==> src/rtl/latency_pattern_tx.sv <==
// -----------------------------------------------------------------------------
// latency_pattern_tx
//
// Transmit-side pattern generator for GT latency/alignment tests.
// The payload is a free-running 16-bit cycle count, so the receiver can
// subtract what it sees from its own copy of the count to get the latency.
// An IDLE comma word is inserted at a fixed period for RX comma alignment and
// clock correction. A burst of IDLEs is sent on every entry to RUN. One
// payload slot can be replaced by a byte-swapped comma on request, so the
// receiver can be shown detecting a misaligned word.
//
// Ports:
//   usrclk_i      GT TX user clock; all logic runs in this domain
//   rst_i         asynchronous, active-high reset
//   en_i          pattern enable (level)
//   tx_ready_i    GT TX reset done (level)
//   inject_err_i  pulse; corrupt the next payload slot
//   tx_data_o     GT TX data [15:0]
//   tx_k_o        GT TX charisk [1:0]; bit1 = upper byte
//   running_o     high while in RUN
//   sent_cnt_o    payload words sent since reset (saturating)
//   err_cnt_o     corrupted words sent since reset (saturating)
// -----------------------------------------------------------------------------
module latency_pattern_tx #(
    parameter logic [15:0] g_IDLE          = 16'hbc95,
    parameter int unsigned g_IDLE_PERIOD   = 193,
    parameter int unsigned g_STARTUP_IDLES = 16
) (
    input  logic        usrclk_i,
    input  logic        rst_i,
    input  logic        en_i,
    input  logic        tx_ready_i,
    input  logic        inject_err_i,
    output logic [15:0] tx_data_o,
    output logic [1:0]  tx_k_o,
    output logic        running_o,
    output logic [31:0] sent_cnt_o,
    output logic [15:0] err_cnt_o
);

    localparam int PER_W = $clog2(g_IDLE_PERIOD);
    localparam int SU_W  = $clog2(g_STARTUP_IDLES + 1);
    localparam logic [PER_W-1:0] PER_LAST = PER_W'(g_IDLE_PERIOD - 1);
    localparam logic [SU_W-1:0]  SU_LAST  = SU_W'(g_STARTUP_IDLES - 1);

    // Comma with its bytes swapped: looks like a byte-misaligned IDLE.
    localparam logic [15:0] BAD_WORD = {g_IDLE[7:0], g_IDLE[15:8]};

    typedef enum logic [1:0] {
        S_WAIT    = 2'd0,
        S_STARTUP = 2'd1,
        S_RUN     = 2'd2
    } state_t;

    function automatic logic [31:0] sat_inc32(input logic [31:0] v);
        return (v == 32'hffff_ffff) ? v : v + 32'd1;
    endfunction

    function automatic logic [15:0] sat_inc16(input logic [15:0] v);
        return (v == 16'hffff) ? v : v + 16'd1;
    endfunction

    state_t             state_q, state_d;
    logic [15:0]        cyc_q, cyc_d;
    logic [PER_W-1:0]   per_q, per_d;
    logic [SU_W-1:0]    su_q, su_d;
    logic               pend_q, pend_d;
    logic [15:0]        data_q, data_d;
    logic [1:0]         k_q, k_d;
    logic [31:0]        sent_q, sent_d;
    logic [15:0]        err_q, err_d;
    logic               go;

    assign go = en_i & tx_ready_i;

    always_comb begin
        state_d = state_q;
        cyc_d   = cyc_q;
        per_d   = per_q;
        su_d    = su_q;
        pend_d  = pend_q;
        data_d  = g_IDLE;
        k_d     = 2'b10;
        sent_d  = sent_q;
        err_d   = err_q;

        case (state_q)
            S_WAIT: begin
                per_d = '0;
                su_d  = '0;
                if (go) begin
                    state_d = S_STARTUP;
                end
            end

            S_STARTUP: begin
                cyc_d = cyc_q + 16'd1;
                su_d  = su_q + 1'b1;
                if (!go) begin
                    state_d = S_WAIT;
                end else if (su_q == SU_LAST) begin
                    state_d = S_RUN;
                    per_d   = '0;
                end
            end

            S_RUN: begin
                cyc_d = cyc_q + 16'd1;
                per_d = (per_q == PER_LAST) ? '0 : per_q + 1'b1;
                // Slot 0 of each period is the IDLE (already the default);
                // every other slot carries payload or the injected error.
                if (per_q != '0) begin
                    if (pend_q) begin
                        data_d = BAD_WORD;
                        k_d    = 2'b01;
                        pend_d = 1'b0;
                        err_d  = sat_inc16(err_q);
                    end else begin
                        data_d = cyc_q;
                        k_d    = 2'b00;
                        sent_d = sat_inc32(sent_q);
                    end
                end
                // The word for this edge is still a RUN word; IDLE follows.
                if (!go) begin
                    state_d = S_WAIT;
                end
            end

            default: begin
                state_d = S_WAIT;
            end
        endcase

        // A request arriving while one is being consumed re-arms the flag.
        if (inject_err_i) begin
            pend_d = 1'b1;
        end
    end

    always_ff @(posedge usrclk_i or posedge rst_i) begin
        if (rst_i) begin
            state_q <= S_WAIT;
            cyc_q   <= '0;
            per_q   <= '0;
            su_q    <= '0;
            pend_q  <= 1'b0;
            data_q  <= g_IDLE;
            k_q     <= 2'b10;
            sent_q  <= '0;
            err_q   <= '0;
        end else begin
            state_q <= state_d;
            cyc_q   <= cyc_d;
            per_q   <= per_d;
            su_q    <= su_d;
            pend_q  <= pend_d;
            data_q  <= data_d;
            k_q     <= k_d;
            sent_q  <= sent_d;
            err_q   <= err_d;
        end
    end

    assign tx_data_o  = data_q;
    assign tx_k_o     = k_q;
    assign running_o  = (state_q == S_RUN);
    assign sent_cnt_o = sent_q;
    assign err_cnt_o  = err_q;

endmodule

==> config.mk <==
export PLATFORM = sky130hd
export DESIGN_NAME = latency_pattern_tx
export DESIGN_NICKNAME = d
export VERILOG_FILES = /design/src/rtl/latency_pattern_tx.sv
export SDC_FILE = /design/constraint.sdc
export NUM_CORES = 1
export LEC_CHECK = 0
export ABC_AREA = 1
export ABC_CLOCK_PERIOD_IN_PS = 3060
export CAP_MARGIN = 20
export CORE_ASPECT_RATIO = 2
export CORE_UTILIZATION = 56
export CTS_CLUSTER_SIZE = 24
export DETAILED_ROUTE_END_ITERATION = 8
export HOLD_SLACK_MARGIN = 0.08
export PLACE_DENSITY = 0.92
export SLEW_MARGIN = 20
export SYNTH_ARGS = -nofsm -noshare
export SYNTH_HDL_FRONTEND = slang
export SYNTH_SLANG_ARGS = --single-unit
==> constraint.sdc <==
create_clock -name usrclk_i -period 3.06 [get_ports usrclk_i]
set_input_delay 0.306 -clock usrclk_i [delete_from_list [all_inputs] [get_ports usrclk_i]]
set_output_delay 0.306 -clock usrclk_i [all_outputs]
set_load 0.005 [all_outputs]
======== Word level (Yosys, flattened, before mapping) ========
Index checks and enable logic that the tools add are counted.
cells by class
  mux-type cells .......................... 19
  shifts and indexed selects .............. 0
  multiply operators ...................... 0
  divide/modulo/power cells ............... 0
  order comparisons ....................... 0
  reductions and logical operators ........ 12
  $add $sub $neg .......................... 5
  bitwise logic cells ..................... 4
  eq/ne operators ......................... 11
operators with widths
  cell                   number
  $mux 16                3
  $add 16x1->16 const B  2
  $add 32x1->32 const B  1
  $eq 32x32->1 const B   1
  $mux 8                 3
  $pmux 8 s3             1
  $eq 16x16->1 const B   1
  $mux 2                 6
  $pmux 5 s2             1
  $add 8x1->8 const B    1
  $eq 8x8->1 const B     1
  $ne 2x2->1 const B     4
  $reduce_and 4->1       2
  $reduce_bool 8->1      1
  $pmux 2 s3             1
  $reduce_and 3->1       2
  $reduce_bool 2->1      3
  $add 5x1->5 const B    1
  $eq 5x4->1 const B     1
  $mux 1                 4
  $ne 3x3->1 const B     1
  $not 1->1              3
  $reduce_bool 3->1      1
  $eq 2x1->1 const B     1
  5 further kinds        5
storage, ports and cells
  register bits ........................... 98
  bits in writable memories ............... 0
  output and inout bits ................... 67
  latch bits .............................. 0
  memories kept ........................... 0
  memory bits (read-only) ................. 0
  bits of input ports ..................... 5
  word-level logic and storage cells ...... 60

======== Longest topological paths before layout ========
Gate-level depths: netlist of run 1.
  depth in word-level cells ............... 4
  mapped depth ............................ 12

======== Least setup slack after synthesis of run 1 ========
Ideal clock, no wire load.
  path kind ............................... register to register
  start point ............................. register state_q[0]
  end point ............................... register cyc_q[13]
  arrival time ............................ 1.556 ns
  stages on the path, launching flop included .. 10
  setup slack ............................. 1.384 ns
  path through ............................ dfrtp_1 -> inv_1 -> ha_1 -> nand2_1 -> nor2_1 -> nand3_1 -> nor2_2 -> nand2_1 -> o21ai_1 -> nand2_1
between the ends
  word-level cells in the longest chain between the ends .. 2
  elaborated cells on any way between the ends .. 3
  classes of those cells .................. eq/ne (2); reduce/logical (1)
ends and longest elaborated chain
  what                                      RTL line  RTL
  from (decl)                               63        state_t state_q, state_d;
  from (signal assigned)                    153       state_q <= state_d;
  $eq 2x2->1 or $eq 2x1->1 (tied branches)  87        case (state_q)
  $reduce_or 2->1 (no line) (*)             --
  to (signal assigned)                      154       cyc_q <= cyc_d;
  to (decl)                                 64        logic [15:0] cyc_q, cyc_d;
Mark *: on every way between the ends. The rest lies on a longest branch, timed or not.
A chain may end at the register's enable or synchronous reset.

======== Worst setup path after layout of run 1 ========
  start point ............................. register state_q[0]
  end point ............................... output running_o
between the ends
  word-level cells in the longest chain between the ends .. 1
ends and longest elaborated chain
  what        RTL line  RTL
  $eq 2x2->1  167       assign running_o = (state_q == S_RUN);
  to (decl)   36        output logic running_o,
Every way passes these cells.

==> impl_metrics.tcl, run 1 <==
set metrics [dict create \
    pre_cts_ws_ns 0.9271 \
    die_y_um 142.1 \
    start_kind "flip-flop" \
    drive_gt1_share_pct 8.787 \
    synth_top_area_cell "dfrtp_1" \
    finalCritPeriodShare_pct 73.58 \
    final_cell_mix "307 x nand2_1, 88 x dfrtp_1, 80 x nor2_1" \
    post_cts_resized 0 \
    drtAntennaViolNets 0 \
    wl_per_cell_um 13.93 \
    clk_pin_slew_ns 0.07 \
    tns_ns 0 \
    grt_pass1_vias 4729 \
    r2r_end "sent_cnt_o[13]" \
    worst_hold_path_type "input pin to asynchronous set/reset pin" \
    syn_avg_cell_area_um2 7.547 \
    grt_max_degree 71 \
    setup_viol 0 \
    syn_inst 728 \
    antenna_found_initial 0 \
    ys.flop_type "dfrtp_1" \
    hold_slack_ns 0.2818 \
    place_hpwl_um 9572 \
    numPortBuffers 71 \
    num_rows 50 \
    power_density_nw_per_um2 500.3 \
    drv_cap 0 \
    required_ns 2.75 \
    power_frac_comb_pct 19.5 \
    htree_num_levels 3 \
    yosysWarnings 0 \
    reg2reg_depth 7 \
    rrSetupSlack_ns 0.84 \
    cts_sinks 98 \
    clockBufferDepth 2 \
    gp_congestion 0.8681 \
    via_per_inst 5.181 \
    crit_path_end_kind "primary output" \
    initial_core_util_pct 58.16 \
    io_pins 72 \
    synth.cell_area_um2 5494 \
    slew_viol_final 0 \
    run_status "complete, no violations" \
    power_switching_uw 1038 \
    synth.top_cells.by_area "dfrtp_1 40%, nand2_1 21%, nor2_1 5.5%" \
    synthDominantCellAreaShare_pct 40.08 \
    worstReg2RegStart "state_q[0]" \
    synth_enable_flop_cells 0 \
    synth_nets 744 \
    area_growth_syn_to_layout_pct 20.06 \
    grt_pass1_wl_um 21000 \
    tightest_slew_ns 0.6095 \
    die_area_um2 10240 \
    ys_seq_area_share_pct 44.86 \
    intPower_uw 2262 \
    fmax_ghz 0.4442 \
    track_usage_pct 26.70 \
    layout.nets 819 \
    cts_tree "done" \
    num_vias 4860 \
    async_reset_ff_share_pct 100.0 \
    cp.arrival_ns 1.95 \
    fin_crit_ns 2.251 \
    drt_iter0_markers 270 \
    total_power_uw 3300 \
    yosysUniqueCellTypes 32 \
    worstPathMaxFanout 9 \
    worstSetupPathType "flip-flop to primary output" \
    p_leak_uw 0.003130 \
    fin_skew_ns 0.01162 \
    clkLatencyLatePin_ns 0.35 \
    ctsHoldBuffers 0 \
    final_common_cell "nand2_1" \
    p_sw_share_pct 31.45 \
    pwr-share-seq_pct 46.8 \
    core_um2 9447 \
    drt_wl_total_um 13070 \
    ir_worst_vdd_mv 0.3772 \
    cts-root-buf "clkbuf_16" \
    grt_setup_unrepaired "false" \
    grt_overflow 0 \
    insertedDiodeCount 0 \
    dr.pass1.iters 5 \
    fin_ws_ns 0.8086 \
    post_cts_buffers 0 \
    clkPwrFrac_pct 33.8 \
    ys_ff_latch 98 \
    die_w_um 72.04 \
    final_hold_viol_count 0 \
    slew_headroom_pct 59.37 \
    numCtsBuffers 9 \
    drcViolationCount 0 \
]
## critical path, stage by stage, from the launching register on
cell	delay, ns
dfrtp_1	0.43
inv_1	0.12
ha_1	0.43
clkdlybuf4s50_1	0.61
## final cells by class
cell class	instances	area [um^2]
Fill cell	714	2850
Multi-Input combinational cell	547	2650
Sequential cell	98	2465
Timing Repair Buffer	73	738.2
Inverter	74	282.8
Clock buffer	10	239.0
Tap cell	130	162.7
Clock inverter	6	58.81
## how the worst max path moves through the flow
stage,from,endpoint,depth (start not counted)
finish,state_q[0],running_o,3
global route,state_q[0],sent_cnt_o[15],7
CTS,state_q[0],running_o,3
detailed placement,state_q[0],sent_cnt_o[13],7
global placement,state_q[0],sent_cnt_o[19],7
floorplan,rst_i,cyc_q[0],1
## power groups by stage
stage	sequential, uW	combinational [uW]	clock (uW)
6_report	1540	642	1110
5_1_grt	1550	714	1170
4_1_cts	1540	646	1140
3_5_place_dp	1560	632	0
3_3_place_gp	1550	604	0
2_1_floorplan	1540	413	0
## cells in the mapped netlist (4+ instances only)
cell type  number
inv_2           5
nand4_1        11
dfrtp_1        88
nor3_1          5
nand2_2        15
nand3b_1       10
nand3_1        22
xor2_1         30
nor2_2          7
nand2_1       307
nand2_4         4
inv_1          68
o21ai_0        20
nor2_1         80
dfstp_2        10
ha_1           11
xnor2_1         9
nor2_4          5
## metrics by stage
step	util (%)	area, um^2	instances
6_report	69.83	6596	938
5_1_grt	69.83	6596	938
4_1_cts	69.83	6596	938
3_5_place_dp	66.68	6299	922
3_3_place_gp	66.68	6299	922
2_1_floorplan	-	5494	728
## metal layers
| metal | track usage, % | vias up | wire length (um) |
|---|---|---|---|
| li1 | - | 2375 | - |
| met1 | 26.99 | 2253 | 4704 |
| met2 | 48.81 | 178 | 7109 |
| met3 | 4.887 | 54 | 566 |
| met4 | 17.13 | 0 | 685 |
| met5 | 0 | - | 0 |
## state kept, by name, indices dropped and copies added (netlist names)
name / cells
state_q: 2
su_q: 5
per_q: 8
tx_data_o: 16
sent_cnt_o: 32
tx_k_o: 2
pend_q: 1
err_cnt_o: 16
cyc_q: 16
## cell families (layout without fill, tap and decap cells)
family	Yosys count	after routing	share of synthesized area, %
compound gates	27	27	2.596
fa+ha+maj	11	11	2.505
xor+xnor	39	39	6.217
buf+inv	83	163	6.900
flops	98	98	44.86
simple gates	470	470	36.92
Power figures use the tool's default switching activity.
==> inputs of run 2 (changes only) <==
--- a/config.mk
+++ b/config.mk
@@ -6,7 +6,7 @@
 export NUM_CORES = 1
 export LEC_CHECK = 0
 export ABC_AREA = 1
-export ABC_CLOCK_PERIOD_IN_PS = 3060
+export ABC_CLOCK_PERIOD_IN_PS = 2200
 export CAP_MARGIN = 20
 export CORE_ASPECT_RATIO = 2
 export CORE_UTILIZATION = 56
==> constraint.sdc (replaced) <==
create_clock -name usrclk_i -period 2.2 [get_ports usrclk_i]
set_input_delay 0.22 -clock usrclk_i [delete_from_list [all_inputs] [get_ports usrclk_i]]
set_output_delay 0.22 -clock usrclk_i [all_outputs]
set_load 0.005 [all_outputs]
==> run 2 against run 1 <==
Against the previous run: sequential share of layout area decreased by 0.40 points; core utilization increased by 0.76 points; critical path type unchanged; wire length decreased by 0.36%; via count increased by 0.99%; highest routed layer unchanged; critical path depth increased by 1; sequential cell count unchanged.
==> impl_metrics.tcl, run 2 (same netlist as run 1, synthesis figures left out) <==
set metrics [dict create \
    run_status "complete, no violations" \
    setup_viol 0 \
    final_cell_mix "307 x nand2_1, 88 x dfrtp_1, 80 x nor2_1" \
    intPower_uw 3249 \
    wl_per_cell_um 13.80 \
    largest_reg_flops 32 \
    crit_path_end_kind "primary output" \
    regArea_um2 2465 \
    grt_pass1_vias 4737 \
    fmax_ghz 0.4813 \
    power_density_nw_per_um2 705.3 \
    grt_setup_unrepaired "false" \
    antenna_found_initial 0 \
    start_kind "flip-flop" \
    drv_cap 0 \
    clkLatencyLatePin_ns 0.35 \
    via_per_inst 5.205 \
    p_sw_share_pct 30.91 \
    required_ns 1.98 \
    total_power_uw 4703 \
    rrSetupSlack_ns 0.23 \
    core_um2 9447 \
    htree_num_levels 3 \
    pwr-share-seq_pct 45.6 \
    tns_ns 0 \
    final_util_pct 70.58 \
    post_cts_resized 0 \
    drt_wl_total_um 13020 \
    drtAntennaViolNets 0 \
    worst_hold_path_type "input pin to asynchronous set/reset pin" \
    fin_area_um2 6668 \
    p_leak_uw 0.003169 \
    clk_pin_slew_ns 0.07 \
    power_switching_uw 1453 \
    multi_input_area_um2 2650 \
    worstPathMaxFanout 8 \
    ctsHoldBuffers 0 \
    drive_gt1_share_pct 9.348 \
    tightest_slew_ns 0.5695 \
    initial_core_util_pct 58.16 \
    grt_pass1_wl_um 21270 \
    clockBufferDepth 2 \
    layout.nets 824 \
    gp_congestion 0.9335 \
    die_y_um 142.1 \
    area_growth_syn_to_layout_pct 21.36 \
    crit_chain "inv_1 -> ha_1 -> buf_4 -> clkdlybuf4s50_1" \
    cts_sinks 98 \
    placed_area_um2 6350 \
    final_common_cell "nand2_1" \
    power_frac_comb_pct 19.1 \
    ir_worst_vdd_mv 0.4986 \
    final_hold_viol_count 0 \
    fin_crit_ns 2.078 \
    cts_tree "done" \
    num_vias 4908 \
    worstSetupPathType "flip-flop to primary output" \
    numCtsBuffers 9 \
    post_cts_buffers 0 \
    num_rows 50 \
    die_area_um2 10240 \
    drcViolationCount 0 \
    cp.arrival_ns 1.86 \
    slew_headroom_pct 61.95 \
    cts-root-buf "clkbuf_16" \
    die_w_um 72.04 \
    dr.pass1.iters 6 \
    crit_slowest_cell "clkdlybuf4s50_1" \
    slew_viol_final 0 \
    critical_path_buf_inv_count 3 \
    insertedDiodeCount 0 \
    track_usage_pct 26.77 \
    grt_max_degree 43 \
    critPathMaxStageDelay_ns 0.51 \
    num-fill-cells 705 \
    numPortBuffers 71 \
    finalCritPeriodShare_pct 94.44 \
    grt_overflow 0 \
    fin_skew_ns 0.007401 \
    drt_iter0_markers 370 \
    clkPwrFrac_pct 35.3 \
    cp_top_family "buffers and inverters" \
    io_pins 72 \
    place_hpwl_um 9411 \
]
==> run 2: worst reg2reg max path, delay by kind of cell, from the launching register on <==
family	cells	cell delay, ns
AO/OA/AOI/OAI	1	0.15
adder cells (fa/ha/maj)	1	0.37
buffers and inverters	1	0.09
flip-flops	1	0.42
AND/OR/NAND/NOR	6	0.84
==> run 2: power groups by stage <==
stage / registers [uW] / logic [uW] / clock network, uW
2_1_floorplan: 2140 / 576 / 0
3_3_place_gp: 2160 / 851 / 0
3_5_place_dp: 2170 / 877 / 0
4_1_cts: 2140 / 900 / 1680
5_1_grt: 2160 / 1010 / 1740
6_report: 2150 / 898 / 1660
==> run 2: final timing paths <==
kind	startpoint	to	cells past startpoint
max	state_q[0]	running_o	4
min	rst_i	tx_data_o[3]	2
max reg2reg	state_q[0]	cyc_q[13]	9
min reg2reg	cyc_q[14]	cyc_q[14]	2
max in group asynchronous	rst_i	sent_cnt_o[31]	3
min in group usrclk_i	inject_err_i	pend_q	2
==> run 2: layer usage <==
layer	track usage (%)	vias up	wire, um
li1	-	2387	-
met1	27.76	2314	4699
met2	50.94	166	7304
met3	4.745	41	584
met4	11.66	0	429
met5	0	-	0
==> run 2: metrics by stage <==
step | hold slack (ns) | setup slack [ns] | cells
after detailed placement | 0.4594 | 0.2782 | 927
final | 0.2709 | 0.1224 | 943
after global routing | 0.3108 | 0.08009 | 943
after global placement | 0.4550 | 0.3762 | 927
after floorplan | 0.3338 | 0.5237 | 728
after CTS | 0.2781 | 0.1145 | 943
==> run 2: layout make-up <==
cell class                      instances  area share (%)
Multi-Input combinational cell        547           39.74
Clock inverter                          7           1.389
Timing Repair Buffer                   78           11.82
Sequential cell                        98           36.97
Clock buffer                            9           3.378
Tap cell                              130           2.439
Inverter                               74           4.260
